===== config.mk =====
export PLATFORM = sky130hd
export DESIGN_NAME = alu_div
export DESIGN_NICKNAME = d
export VERILOG_FILES = /design/src/rtl/alu_div.sv
export SDC_FILE = /design/constraint.sdc
export NUM_CORES = 1
export LEC_CHECK = 0
export ABC_AREA = 1
export CAP_MARGIN = 25
export CELL_PAD_IN_SITES_DETAIL_PLACEMENT = 0
export CELL_PAD_IN_SITES_GLOBAL_PLACEMENT = 1
export CORE_MARGIN = 5
export CORE_UTILIZATION = 43
export CTS_CLUSTER_DIAMETER = 60
export CTS_CLUSTER_SIZE = 14
export DETAILED_ROUTE_END_ITERATION = 10
export HOLD_SLACK_MARGIN = 0.1
export MAX_ROUTING_LAYER = met4
export PLACE_DENSITY = 0.95
export SLEW_MARGIN = 40
export SYNTH_ARGS = -nofsm -noshare
export SYNTH_HDL_FRONTEND = slang
export SYNTH_SLANG_ARGS = --single-unit

===== constraint.sdc =====
create_clock -name clk -period 3.2 [get_ports clk]
set_clock_uncertainty 0.15 [all_clocks]
set_input_delay 0.64 -clock clk [delete_from_list [all_inputs] [get_ports clk]]
set_output_delay 0.64 -clock clk [all_outputs]
set_load 0.01 [all_outputs]

===== src/rtl/alu_div.sv =====
// Iterative radix-2 restoring divider: signed/unsigned quotient and remainder,
// with single-cycle early-outs for divide-by-zero and signed MIN / -1 overflow.
module alu_div #(
    parameter int DATA_W = 32
) (
    input  logic              clk,
    input  logic              reset_,
    input  logic              start,
    input  logic              signed_op,
    input  logic [DATA_W-1:0] dividend,
    input  logic [DATA_W-1:0] divisor,
    input  logic              cancel,
    output logic              busy,
    output logic              valid,
    output logic [DATA_W-1:0] quotient,
    output logic [DATA_W-1:0] remainder,
    output logic              dz,
    output logic              of
);

    localparam int CW = $clog2(DATA_W + 1);
    localparam logic [DATA_W-1:0] MIN = {1'b1, {(DATA_W-1){1'b0}}};

    typedef enum logic [1:0] {IDLE, DIV, FIX} state_t;

    state_t            state;
    logic [CW-1:0]     cnt;
    logic [DATA_W-1:0] rem, quo, dvs;
    logic              negq, negr;

    logic              a_neg, b_neg;
    logic [DATA_W-1:0] a_mag, b_mag;
    logic [DATA_W:0]   rem_sh;
    logic [DATA_W-1:0] diff;
    logic              ge;

    // Magnitudes as unsigned DATA_W values; |MIN| is exactly representable.
    always_comb begin
        a_neg  = signed_op & dividend[DATA_W-1];
        b_neg  = signed_op & divisor[DATA_W-1];
        a_mag  = a_neg ? (DATA_W'(0) - dividend) : dividend;
        b_mag  = b_neg ? (DATA_W'(0) - divisor)  : divisor;
        rem_sh = {rem, quo[DATA_W-1]};
        ge     = rem_sh >= {1'b0, dvs};
        // rem < dvs, so the true difference fits in DATA_W bits when ge is set
        diff   = rem_sh[DATA_W-1:0] - dvs;
    end

    always_ff @(posedge clk) begin
        if (!reset_) begin
            state     <= IDLE;
            cnt       <= '0;
            rem       <= '0;
            quo       <= '0;
            dvs       <= '0;
            negq      <= 1'b0;
            negr      <= 1'b0;
            busy      <= 1'b0;
            valid     <= 1'b0;
            quotient  <= '0;
            remainder <= '0;
            dz        <= 1'b0;
            of        <= 1'b0;
        end else begin
            valid <= 1'b0;
            case (state)
                IDLE: begin
                    if (start && !cancel) begin
                        if (divisor == '0) begin
                            valid     <= 1'b1;
                            dz        <= 1'b1;
                            of        <= 1'b0;
                            quotient  <= '1;
                            remainder <= dividend;
                        end else if (signed_op && dividend == MIN && divisor == '1) begin
                            valid     <= 1'b1;
                            dz        <= 1'b0;
                            of        <= 1'b1;
                            quotient  <= MIN;
                            remainder <= '0;
                        end else begin
                            state <= DIV;
                            busy  <= 1'b1;
                            cnt   <= '0;
                            rem   <= '0;
                            quo   <= a_mag;
                            dvs   <= b_mag;
                            negq  <= a_neg ^ b_neg;
                            negr  <= a_neg;
                        end
                    end
                end
                DIV: begin
                    if (cancel) begin
                        state <= IDLE;
                        busy  <= 1'b0;
                    end else begin
                        rem <= ge ? diff : rem_sh[DATA_W-1:0];
                        quo <= {quo[DATA_W-2:0], ge};
                        cnt <= cnt + 1'b1;
                        if (cnt == CW'(DATA_W - 1))
                            state <= FIX;
                    end
                end
                FIX: begin
                    state <= IDLE;
                    busy  <= 1'b0;
                    if (!cancel) begin
                        valid     <= 1'b1;
                        dz        <= 1'b0;
                        of        <= 1'b0;
                        quotient  <= negq ? (DATA_W'(0) - quo) : quo;
                        remainder <= negr ? (DATA_W'(0) - rem) : rem;
                    end
                end
                default: begin
                    state <= IDLE;
                    busy  <= 1'b0;
                end
            endcase
        end
    end

endmodule

==> flow_summary.yaml <==
outcome:
  outcome: "completed"
sta:
  fin_ws_ns: 0.313
  timing.fmax_mhz: 346
  layout_min_cycle_time_ns: 2.89
  drv_slew: 0
  hold_viol: 0
  setup_viol_count_final: 0
  worstMarginPinSlew_ns: 0.672
  rsz0062_at_grt: "false"
  period_share_pct: 90.2
  slew_headroom_pct: 54.8
logic_synthesis:
  yosysMostFrequentCell: "nand2_1"
  synth_cell_types: 46
  synthTopCellsByCount: "nand2_1 (751), inv_1 (297), nand3_1 (241), nor2_1 (234), a21oi_1 (201)"
  ys_warn_count: 0
  ys_seq_area_share_pct: 25.3
  synthArstFlopShare_pct: 0
  synth-edff-count: 0
  syn-cell-area_um2: 13800
  postSynthCellCount: 2381
  synthTopCellsByArea: "dfxtp_1 (25%), nand2_1 (20%), nand3_1 (8.8%)"
  synth.largest_area_cell: "dfxtp_1"
  synth_top_area_share_pct: 25.3
  ys_ff_latch: 174
  syn-num-nets: 2489
  synth_top_flop_cell: "dfxtp_1"
  synth_area_per_cell_um2: 5.78
grt:
  antenna_found_initial: 0
  busiest_layer: "met2"
  grt_pass1_vias: 14886
  grt_start_max_net_pins: 84
  met1_usage_pct: 38.2
  use_met2_pct: 43.3
  grtUsageMet3_pct: 4.19
  grt_pass1_wl_mm: 79.6
  grt_use_total_pct: 28.3
  gr-total-overflow: 0
clock_tree:
  cts.sinks: 174
  cts-resized-gates: 0
  cts_setup_buffers: 0
  cts-buffers-inserted: 17
  cts.htree.levels: 4
  postCtsHoldBufs: 0
  cts_tree: "done"
  root_buffer: "clkbuf_16"
  clock_latency_ns: 0.44
  clkTransAtPathRegs_ns: 0.07
  clockBufferDepth: 2
floorplan:
  ios: 137
  rows: 65
  start_util_pct: 43.6
  die_area_um2: 35700
  die_y_um: 189
  coreArea_um2: 31600
  dieWidth_um: 189
drt:
  routed_wl_mm: 50.6
  routed_via_density: 5.47
  drt_pre_antenna_iters: 6
  drcViolationCount: 0
  wire_per_inst_um: 17.2
  drt_iter0_drc: 1865
  ant_nets: 0
  via_count: 16081
critical_path:
  start_kind: "register"
  slowest_stage: "ha_1"
  crit_path_cell_trace: "ha_1 > nand2_1 > nor2_1 > nand2_1 > nor2_1 > nand3_1 > nand3_1 > nor2_2 > nand2_1 > buf_4 > nand2_1 > nand2_1 > nand2_1 > a21oi_1"
  crit_required_ns: 3.42
  cpPeakStageDelay_ns: 0.48
  path_class: "reg -> reg"
  cp_max_fo: 33
  cp_common_cell: "nand2_1"
  critPathCaptureType: "register"
  crit_arrival_ns: 3.11
placed_design:
  dp_cells: 2909
  dp_slack_ns: 0.0362
  io_buffers: 136
  globalplace.congestion: 1.06
  hpwl_mm: 39.9
final_layout:
  finish.utilization_pct: 52.3
  nets: 2634
  antennaDiodeCount: 0
  area_delta_synth_final_pct: 20.0
  drive_above_1_share_pct: 6.03
  fin_cells: 2941
power:
  p_per_area_nw_per_um2: 371
  ir_drop_mv: 0.381
  p_leak_nw: 7.61
min_path:
  min_path_type: "reg -> reg"
job:
  maxCapViolCount: 0
worst paths after layout:
check | start | to | slack [ns] | cells past startpoint
min | quotient[27] | quotient[27] | 0.31 | 2
max | rem[16] | quo[0] | 0.31 | 14
min reg2reg | quotient[27] | quotient[27] | 0.31 | 2
max reg2reg | rem[16] | quo[0] | 0.31 | 14
kinds of logic after synthesis:
kind of cell / Yosys count / share of synthesized area (%)
buffers and inverters: 397 / 11.5
AOI/OAI and AO/OA: 350 / 13.3
DFF: 174 / 25.3
adders and majority gates: 39 / 3.60
and+or+nand+nor: 1356 / 42.2
xor gates and xnor gates: 65 / 4.14
power breakdown:
| part | switching, mW | internal, mW |
|---|---|---|
| combinational | 1.03 | 0.523 |
| clock | 0.963 | 1.30 |
| sequential | 0.0675 | 2.24 |
| total | 2.06 | 4.06 |
placed cells by master (no fill, tap or decap), drive strengths merged, types with 5 or more instances in the layout:
| cell | n |
|---|---|
| nand3b | 13 |
| o22ai | 7 |
| o21ai | 117 |
| o31ai | 15 |
| nand3 | 246 |
| xor2 | 44 |
| clkinv | 6 |
| or2 | 5 |
| nand2 | 755 |
| xnor2 | 21 |
| nand4 | 39 |
| inv | 303 |
| clkdlybuf4s50 | 135 |
| a21oi | 202 |
| clkbuf | 21 |
| nor3 | 39 |
| dfxtp | 174 |
| buf | 84 |
| nor2 | 246 |
| and2 | 9 |
| ha | 38 |
registers in the layout (all words and copies together), names as in the netlist, 2 cells and up:
name	count
dvs	32
quo	32
quotient	32
rem	32
remainder	32
cnt	6
state	2
critical path: cells and delay by family, from the launching register on:
kind,cells,cell delay [ns]
adders and majority gates,1,0.48
DFF,1,0.43
and+or+nand+nor,11,1.34
AOI/OAI and AO/OA,1,0.10
buffers and inverters,1,0.32
metrics by stage:
step           hold slack [ns]  setup TNS (ns)  area [um2]  power, mW
2_1_floorplan            0.280               0       13800       3.31
3_3_place_gp             0.300          -0.279       15900       3.85
3_5_place_dp             0.305               0       15900       3.86
4_1_cts                  0.316               0       16500       6.09
5_1_grt                  0.333               0       16500       6.37
6_report                 0.315               0       16500       6.12
per-layer routing:
metal  vias up  wire, um
met5         -         0
met4         0      2040
met3       121      4290
met2       764     21900
met1      7265     22400
li1       7931         -
area by class of cell:
type                            instances  area (um2)
Fill cell                            3290       15000
Multi-Input combinational cell       1810        8710
Sequential cell                       174        3480
Timing Repair Buffer                  219        2050
Inverter                              304        1140
Tap cell                              402         503
Clock buffer                           21         470
Clock inverter                         11         153
(Power assumes the default switching activity.)
